`src/rtl/stopwatch_pkg.sv`:
```
// stopwatch_pkg: shared FSM states, digit positions and per-position digit limits
package stopwatch_pkg;
  typedef enum logic [1:0] {RUN, PAUSE, ADJUST, CLEAR} state_t;
  localparam logic [1:0] POS_SEC_ONES = 2'd0;
  localparam logic [1:0] POS_SEC_TENS = 2'd1;
  localparam logic [1:0] POS_MIN_ONES = 2'd2;
  localparam logic [1:0] POS_MIN_TENS = 2'd3;
  localparam logic [2:0] ADJ_SEL_NONE = 3'd5;
  localparam logic [3:0] DIGIT_MAX_ONES = 4'd9;
  localparam logic [3:0] DIGIT_MAX_TENS = 4'd5;
  function automatic logic [3:0] max_digit(input logic [1:0] pos);
    return (pos == POS_SEC_TENS || pos == POS_MIN_TENS) ? DIGIT_MAX_TENS : DIGIT_MAX_ONES;
  endfunction
  function automatic logic [3:0] clamp_digit(input logic [1:0] pos, input logic [3:0] v);
    return (v > max_digit(pos)) ? max_digit(pos) : v;
  endfunction
endpackage

```
`src/rtl/stopwatch_ctrl_edge_rise.sv`:
```
// edge_rise: rising-edge detector (clk, rst_n, d -> rise); history resets to 1 so a level held through reset is not an edge
module edge_rise (
  input  logic clk,
  input  logic rst_n,
  input  logic d,
  output logic rise
);
  logic prev;
  always_ff @(posedge clk)
    if (!rst_n) prev <= 1'b1;
    else prev <= d;
  assign rise = d & ~prev;
endmodule

```
`src/rtl/stopwatch_ctrl.sv`:
```
// stopwatch_ctrl: run/pause/adjust/clear FSM (buttons, adj_sw, sel, num -> cnt_rst, paused, adj_en/sel/val/wr, blink_on)
module stopwatch_ctrl
  import stopwatch_pkg::*;
#(
  parameter int CLK_HZ   = 100_000_000,
  parameter int BLINK_HZ = 2
) (
  input  logic       clk,
  input  logic       rst_n,
  input  logic       btn_reset,
  input  logic       btn_pause,
  input  logic       adj_sw,
  input  logic [1:0] sel,
  input  logic [3:0] num,
  output logic       cnt_rst,
  output logic       paused,
  output logic       adj_en,
  output logic [2:0] adj_sel,
  output logic [3:0] adj_val,
  output logic       adj_wr,
  output logic       blink_on
);
  localparam int HALF = CLK_HZ / (2 * BLINK_HZ);
  localparam int DW = (HALF > 1) ? $clog2(HALF) : 1;
  localparam logic [DW-1:0] TERM = DW'(HALF - 1);
  state_t state, nxt;
  logic rst_ev, pause_ev, adj_in, restart, wr_ev;
  logic [1:0] sel_q;
  logic [3:0] num_q;
  logic [DW-1:0] div;
  edge_rise u_rst_edge (.clk(clk), .rst_n(rst_n), .d(btn_reset), .rise(rst_ev));
  edge_rise u_pause_edge (.clk(clk), .rst_n(rst_n), .d(btn_pause), .rise(pause_ev));
  // Reset edge dominates everything, then adj_sw; pause edges only toggle RUN/PAUSE.
  always_comb begin
    nxt = rst_ev ? CLEAR :
          adj_sw ? ADJUST :
          (state == ADJUST || state == CLEAR) ? PAUSE :
          pause_ev ? ((state == RUN) ? PAUSE : RUN) : state;
    adj_in  = (nxt == ADJUST);
    restart = adj_in && (state != ADJUST || sel != sel_q);
    wr_ev   = restart || (adj_in && num != num_q);
  end
  // Outputs decode the next state so they change on the same edge as the state register.
  always_ff @(posedge clk) begin
    if (!rst_n) begin
      state    <= PAUSE;
      cnt_rst  <= 1'b1;
      paused   <= 1'b1;
      adj_en   <= 1'b0;
      adj_sel  <= ADJ_SEL_NONE;
      adj_val  <= '0;
      adj_wr   <= 1'b0;
      blink_on <= 1'b1;
      div      <= '0;
      sel_q    <= '0;
      num_q    <= '0;
    end else begin
      state   <= nxt;
      cnt_rst <= (nxt == CLEAR);
      paused  <= (nxt != RUN);
      adj_en  <= adj_in;
      adj_sel <= adj_in ? {1'b0, sel} : ADJ_SEL_NONE;
      adj_val <= clamp_digit(sel, num);
      adj_wr  <= wr_ev;
      sel_q   <= sel;
      num_q   <= num;
      if (!adj_in || restart) begin
        div      <= '0;
        blink_on <= 1'b1;
      end else if (div == TERM) begin
        div      <= '0;
        blink_on <= ~blink_on;
      end else div <= div + 1'b1;
    end
  end
endmodule

```
`config.mk`:
```
export PLATFORM = sky130hd
export DESIGN_NAME = stopwatch_ctrl
export DESIGN_NICKNAME = d
export VERILOG_FILES = /design/src/rtl/stopwatch_pkg.sv /design/src/rtl/stopwatch_ctrl_edge_rise.sv /design/src/rtl/stopwatch_ctrl.sv
export SDC_FILE = /design/constraint.sdc
export NUM_CORES = 1
export LEC_CHECK = 0
export BUFFER_PORTS_ARGS = -buffer_cell sky130_fd_sc_hd__buf_2
export CORE_ASPECT_RATIO = 1.4
export CORE_MARGIN = 2
export CORE_UTILIZATION = 61
export CTS_CLUSTER_SIZE = 10
export DETAILED_ROUTE_END_ITERATION = 16
export GPL_TIMING_DRIVEN = 0
export HOLD_SLACK_MARGIN = 0.12
export PLACE_DENSITY = 0.83
export SLEW_MARGIN = 20
export SYNTH_ARGS = -nofsm -noshare
export SYNTH_HDL_FRONTEND = slang
export SYNTH_HIERARCHICAL = 1
export SYNTH_SLANG_ARGS = --single-unit
```
`constraint.sdc`:
```
create_clock -name clk -period 2.76 [get_ports clk]
set_input_delay 0.552 -clock clk [delete_from_list [all_inputs] [get_ports clk]]
set_output_delay 0.552 -clock clk [all_outputs]
set_load 0.005 [all_outputs]
```
==> reports/qor.txt, run 1 <==
Peak clock frequency supported by timing: 0.455 GHz
Count of antenna diodes in the layout: 0
Number of port buffers: 22
Unrepaired setup endpoints after global routing: false
CTS Buffer Depth: 2
Die W: 51.5 um
Flop and latch count out of synthesis: 47
Yosys cell types: 36
Inst Count DP: 266
Starting density of the core: 62.9%
Number of setup violations in the final report: 0
Detailed-router iteration count before antenna repair: 4
Remaining routing DRC violations: 0
Biggest cell delay along the critical path: 520 ps
Routed wire length: 3.42 mm
Number of buffers created by CTS: 5
Number of enable flip-flop cells after synthesis: 0
GRT Overall Usage: 21.7%
Fraction of registers with async set/reset: 0%
Hold Crit Endpoint: u_rst_edge/prev
Sort of element at the end of the critical path: register
Via count of the first global-routing pass: 1522
Sort of element at the start of the critical path: register
Worst hold start: btn_reset
Cell area after synthesis: 0.00193 mm^2
Crit path required time: 2930 ps
Smallest setup slack after layout: 563 ps
Max-cap violations: 0
Root buffer cell: sky130_fd_sc_hd__clkbuf_8
Filler-free cell count of the finished design: 274
Core Box Area: 0.00306 mm^2
Cells along the critical path: ha_1 -> nand2_1 -> or3_2 -> o21bai_2 -> clkbuf_1 -> nor2_1
Detailed placer's ending HPWL: 2.53 mm
R2R Setup Slk: 560 ps
Area growth from synthesis to final layout: 14.4%
Post-Synthesis Mean Instance Area: 9.40 um^2
Number of routed nets with antenna violations: 0
Routability congestion estimate: 0.715
# nets final: 248
Skew-Pair Late Insertion Delay: 300 ps
Number of warning messages in the yosys log: 6
LEAKAGE: 0.000759 uW
Share of post-route cells with drive strength above 1: 17.0%
Run status: finished clean
Placed cell areas: 0.00209 mm^2
Total congestion overflow after global routing: 0
Transition at the pin with the smallest max-transition slack: 507 ps
Setup TNS: 0 ps
Starting DRT DRC Count: 25
IR drop worst, VDD: 580 uV
Area of the die: 0.00363 mm^2
Vertical die dimension: 70.5 um
Post-CTS resize count: 0
Number of antenna violations at the first check in global routing: 0
Hold-fix buffers at CTS: 0
Fin crit period: 2200 ps
Number of standard cells after synthesis: 205
Clock tree from TritonCTS: built
Clock Sinks: 47
Worst Reg-to-Reg Cells: 6
Power density of the placed cells: 582 mW/mm^2
Vias after detailed routing: 1490
Min-Delay Path Class: primary input to register
Most used DFF post-synth: sky130_fd_sc_hd__dfxtp_1
Post-layout instance area: 0.00220 mm^2
Number of hold-slack violations in the final timing report: 0
Startpoint of the worst-slack reg-to-reg timing path: div[0]
Share of synthesized area occupied by flip-flops and latches: 48.8%
Reg clk slew, reported paths: 90 ps
Vias/cell: 5.44
Slowest stage cell on the critical path: sky130_fd_sc_hd__or3_2
IO Pins: 23
Highest fanout seen on the critical path: 10
Max-slew violations: 0
Largest net degree at the start of global routing: 15
Setup Buffers After CTS: 0
Worst-case setup slack after placement: 631 ps
Crit share post-route: 79.6%
Headroom to the max-slew limit: 66.2%
FF-to-FF End: div[14]
H-tree lvl count: 2
Filler Cell Count: 248
Critical path class: register to register
Worst hold stages: 2
Post-detailed-route wirelength per cell: 12.5 um
Overall Power: 1280 uW
Skew final: 6.67 ps
Net count after synthesis: 219
Arrival time of the worst setup path: 2360 ps
Wire length of the first global-routing pass: 6.17 mm
Row count: 24
[per-layer routing]
metal	track usage, %	vias to the layer above	part of all wire, %
li1	-	765	-
met1	23.1	701	41
met2	40.0	19	55
met3	5.77	5	3.0
met4	7.02	0	1.1
met5	0	-	0
[through the flow]
stage,util [%],hold slack [ps]
final,71.9,449
after global routing,71.9,447
after floorplan,-,426
after CTS,71.9,450
after global placement,68.1,442
after detailed placement,68.1,448
[placed cells by master (no fill, tap or decap), types with 2 or more instances in the layout]
cell and instances:
sky130_fd_sc_hd__dfxtp_1 47, sky130_fd_sc_hd__buf_2 23, sky130_fd_sc_hd__nor2_1 22, sky130_fd_sc_hd__xnor2_1 19
sky130_fd_sc_hd__nand3_1 10, sky130_fd_sc_hd__nand4_1 9, sky130_fd_sc_hd__o21ai_0 9, sky130_fd_sc_hd__or3_1 8
sky130_fd_sc_hd__inv_1 7, sky130_fd_sc_hd__nand2_1 7, sky130_fd_sc_hd__and2_1 7, sky130_fd_sc_hd__a21oi_1 7
sky130_fd_sc_hd__clkbuf_8 6, sky130_fd_sc_hd__clkbuf_1 5, sky130_fd_sc_hd__nor4_1 5, sky130_fd_sc_hd__nor3_1 5
sky130_fd_sc_hd__and3_1 3, sky130_fd_sc_hd__nor2b_1 3, sky130_fd_sc_hd__xor2_1 3, sky130_fd_sc_hd__nand2b_1 3
sky130_fd_sc_hd__or4_1 3, sky130_fd_sc_hd__ha_1 3, sky130_fd_sc_hd__nor4bb_1 2, sky130_fd_sc_hd__a21oi_2 2
sky130_fd_sc_hd__o21a_1 2, sky130_fd_sc_hd__nor2b_4 2
[flip-flops by register name, indices dropped and copies added, names as in the netlist]
signal and cells:
div 25, adj_val 4, num_q 4, adj_sel 3, sel_q 2, state 2
adj_en 1, adj_wr 1, blink_on 1, cnt_rst 1, paused 1, u_pause_edge/prev 1
u_rst_edge/prev 1
[critical path: cells and delay by family, from the launching register on]
kind,cells,cell delay [ps]
flops,1,400
fa+ha+maj,1,260
simple gates,3,730
buf+inv,1,440
compound gates,1,250
[layout make-up]
| class | instances | area, um^2 | area share, % |
|---|---|---|---|
| Timing Repair Buffer | 22 | 110 | 5.00 |
| Clock buffer | 6 | 82.6 | 3.75 |
| Inverter | 7 | 26.3 | 1.19 |
| Tap cell | 39 | 48.8 | 2.21 |
| Clock inverter | 2 | 35.0 | 1.59 |
| Multi-Input combinational cell | 144 | 925 | 42.0 |
| Buffer | 7 | 35.0 | 1.59 |
| Sequential cell | 47 | 941 | 42.7 |
[cell families (layout without fill, tap and decap cells)]
kind of cell	after synthesis	after routing	share of synthesized area, %
muxes	2	2	1.10
DFF	47	47	48.8
adders and majority gates	3	3	1.95
AOI/OAI and AO/OA	23	23	7.27
xor gates and xnor gates	22	22	10.0
buffers and inverters	14	44	3.18
and+or+nand+nor	94	94	27.7
[synthesized netlist by cell type (7+ instances only)]
| master | instances | share of area (%) |
|---|---|---|
| sky130_fd_sc_hd__o21ai_0 | 9 | 2.3 |
| sky130_fd_sc_hd__nand4_1 | 9 | 2.9 |
| sky130_fd_sc_hd__nand3_1 | 10 | 2.6 |
| sky130_fd_sc_hd__or3_1 | 8 | 2.6 |
| sky130_fd_sc_hd__inv_1 | 7 | 1.4 |
| sky130_fd_sc_hd__and2_1 | 7 | 2.3 |
| sky130_fd_sc_hd__a21oi_1 | 7 | 1.8 |
| sky130_fd_sc_hd__nor2_1 | 22 | 4.3 |
| sky130_fd_sc_hd__xnor2_1 | 19 | 8.6 |
| sky130_fd_sc_hd__nand2_1 | 7 | 1.4 |
| sky130_fd_sc_hd__dfxtp_1 | 47 | 49 |
[worst max path at each step]
stage | from | endpoint | slack, ps | cells past startpoint
floorplan | div[0] | div[22] | 890 | 6
global placement | div[0] | div[10] | 640 | 6
detailed placement | btn_reset | div[21] | 630 | 8
CTS | div[0] | div[14] | 580 | 6
global route | div[0] | div[14] | 370 | 6
finish | div[0] | div[14] | 560 | 6
[power by group]
group          total, uW  internal (uW)  leakage, uW  switching, uW
sequential           703            696     0.000384           7.10
combinational       66.7           35.1     0.000313           31.6
clock                514            293    0.0000612            221
total               1280           1020     0.000759            259
Power figures use the tool's default switching activity.
==> run 2: changes to the inputs <==
Settings changed: CORE_UTILIZATION 61 to 56, PLACE_DENSITY 0.83 to 0.77.
Clock period 2.76 ns to 2.17 ns, I/O delays scaled along.
==> run 2 against run 1 <==
  * Critical path depth is the same
  * Sequential share of layout area grew 0.32 points
  * Total power grew 18%
  * Global-route usage shrank 1.7 points
  * Non-clock buffer count is the same
  * Largest cell class unchanged
  * Largest power group unchanged
  * Critical endpoint is now div[24]
  * Critical path type unchanged
  * Hold slack lost 110 ps
==> reports/qor.txt, run 2 (same netlist as run 1, synthesis figures left out) <==
Min-Delay Path Class: primary input to register (unchanged)
Count of antenna diodes in the layout: 0 (unchanged)
Skew-Pair Late Insertion Delay: 300 ps (about the same)
R2R Setup Slk: 160 ps (was 560 ps)
Vertical die dimension: 73.4 um (was 70.5 um)
Inst Count DP: 267 (was 266)
Critical path class: register to register (unchanged)
Unrepaired setup endpoints after global routing: false (unchanged)
Max reg flops: 25 (unchanged)
Clock Sinks: 47 (unchanged)
Root buffer cell: sky130_fd_sc_hd__clkbuf_8 (unchanged)
Hold-fix buffers at CTS: 0 (unchanged)
Sort of element at the start of the critical path: register (unchanged)
Headroom to the max-slew limit: 77.3% (was 66.2%)
Startpoint of the worst setup timing path: div[0] (unchanged)
Number of setup violations in the final report: 0 (unchanged)
Crit path required time: 2400 ps (was 2930 ps)
Clock tree from TritonCTS: built (unchanged)
Detailed placer's ending HPWL: 2.48 mm (was 2.53 mm)
Wire length of the first global-routing pass: 5.77 mm (was 6.17 mm)
Max-cap violations: 0 (unchanged)
Transition at the pin with the smallest max-transition slack: 337 ps (was 507 ps)
Number of routed nets with antenna violations: 0 (unchanged)
# nets final: 248 (unchanged)
Crit share post-route: 92.7% (was 79.6%)
Core Box Area: 0.00335 mm^2 (was 0.00306 mm^2)
Arrival time of the worst setup path: 2240 ps (was 2360 ps)
Number of hold-slack violations in the final timing report: 0 (unchanged)
Overall Power: 1520 uW (was 1280 uW)
Area growth from synthesis to final layout: 13.5% (was 14.4%)
Total congestion overflow after global routing: 0 (unchanged)
Highest fanout seen on the critical path: 9 (was 10)
Skew final: 8.69 ps (was 6.67 ps)
Vias/cell: 5.40 (was 5.44)
Starting density of the core: 57.6% (was 62.9%)
Most common cell after layout, fill and taps aside: sky130_fd_sc_hd__dfxtp_1 (unchanged)
Last element of the critical path: div[24] (was div[14])
IO Pins: 23 (unchanged)
Via count of the first global-routing pass: 1389 (was 1522)
Vias after detailed routing: 1486 (was 1490)
Filler-free cell count of the finished design: 275 (was 274)
Fin crit period: 2010 ps (was 2200 ps)
Max-slew violations: 0 (unchanged)
Largest registers in the final layout: div (25), adj_val (4), num_q (4) (unchanged)
Number of buffers created by CTS: 5 (unchanged)
Setup TNS: 0 ps (unchanged)
GRT Overall Usage: 20.0% (was 21.7%)
Largest register by flop count: div (unchanged)
Post-CTS resize count: 0 (unchanged)
Startpoint of the worst-slack reg-to-reg timing path: div[0] (unchanged)
Routed wire length: 3.31 mm (was 3.42 mm)
Power density of the placed cells: 693 mW/mm^2 (was 582 mW/mm^2)
H-tree lvl count: 2 (unchanged)
Run status: finished clean (unchanged)
LEAKAGE: 0.000743 uW (was 0.000759 uW)
Routability congestion estimate: 0.756 (was 0.715)
Detailed-router iteration count before antenna repair: 4 (unchanged)
IR drop worst, VDD: 600 uV (was 580 uV)
Die W: 53.6 um (was 51.5 um)
Remaining routing DRC violations: 0 (unchanged)
Reg clk slew, reported paths: 90 ps (about the same)
FF-to-FF End: div[24] (was div[14])
Number of antenna violations at the first check in global routing: 0 (unchanged)
Largest net degree at the start of global routing: 17 (was 15)
Post-detailed-route wirelength per cell: 12.0 um (was 12.5 um)
Highest-count cells in the layout ignoring fill and taps: sky130_fd_sc_hd__dfxtp_1, sky130_fd_sc_hd__buf_2, sky130_fd_sc_hd__nor2_1, sky130_fd_sc_hd__xnor2_1 (was sky130_fd_sc_hd__dfxtp_1, sky130_fd_sc_hd__buf_2, sky130_fd_sc_hd__nor2_1, sky130_fd_sc_hd__xnor2_1, sky130_fd_sc_hd__nand3_1)
Area of the die: 0.00393 mm^2 (was 0.00363 mm^2)
Starting DRT DRC Count: 29 (was 25)
Worst Reg-to-Reg Cells: 6 (unchanged)
Setup Buffers After CTS: 0 (unchanged)
Row count: 25 (was 24)
Number of port buffers: 22 (unchanged)
Share of post-route cells with drive strength above 1: 18.3% (was 17.0%)
CTS Buffer Depth: 2 (unchanged)
Peak clock frequency supported by timing: 0.497 GHz (was 0.455 GHz)
Sort of element at the end of the critical path: register (unchanged)
==> run 2: worst min-delay path by stage <==
stage,slack [ps],from,to,cells after the start
2_1_floorplan,430,div[0],div[0],1
3_3_place_gp,440,div[0],div[0],1
3_5_place_dp,440,div[0],div[0],1
4_1_cts,330,btn_pause,u_pause_edge/prev,2
5_1_grt,330,btn_pause,u_pause_edge/prev,2
6_report,340,btn_pause,u_pause_edge/prev,2
==> run 2: per-stage QoR <==
stage	setup WS, ps	utilization, %	instance area (um^2)	hold slack, ps
finish	158	65.3	2190	337
global route	16.3	65.3	2190	327
CTS	22.1	65.1	2180	330
detailed placement	33.0	62.4	2090	444
global placement	51.8	62.4	2090	440
floorplan	303	-	1930	426
==> run 2: final cells by class <==
class,instances,area [um^2]
Timing Repair Buffer,22,110
Clock inverter,3,23.8
Sequential cell,47,941
Tap cell,40,50.0
Fill cell,281,1160
Inverter,7,26.3
Clock buffer,5,68.8
Buffer,7,37.5
Multi-Input combinational cell,144,930
==> run 2: per-layer routing <==
layer	vias to the layer above	part of all wire, %	track usage, %
met5	-	0	0
met4	0	2.1	9.40
met3	7	3.1	5.28
met2	23	53	35.3
met1	686	42	21.5
li1	770	-	-
==> run 2: power by group <==
part           switching [uW]  leakage [uW]  total, uW  internal, uW
registers                8.85      0.000384        894           885
clock network             306     0.0000408        536           231
logic                    40.7      0.000318       85.5          44.8
==> run 2: worst max-delay path, cell delays in order, from the launching register on <==
cell,delay [ps]
sky130_fd_sc_hd__dfxtp_1,370
sky130_fd_sc_hd__ha_1,260
sky130_fd_sc_hd__nand3_2,160
sky130_fd_sc_hd__or4_1,520
sky130_fd_sc_hd__buf_2,180
sky130_fd_sc_hd__or3_1,310
sky130_fd_sc_hd__a21oi_1,150
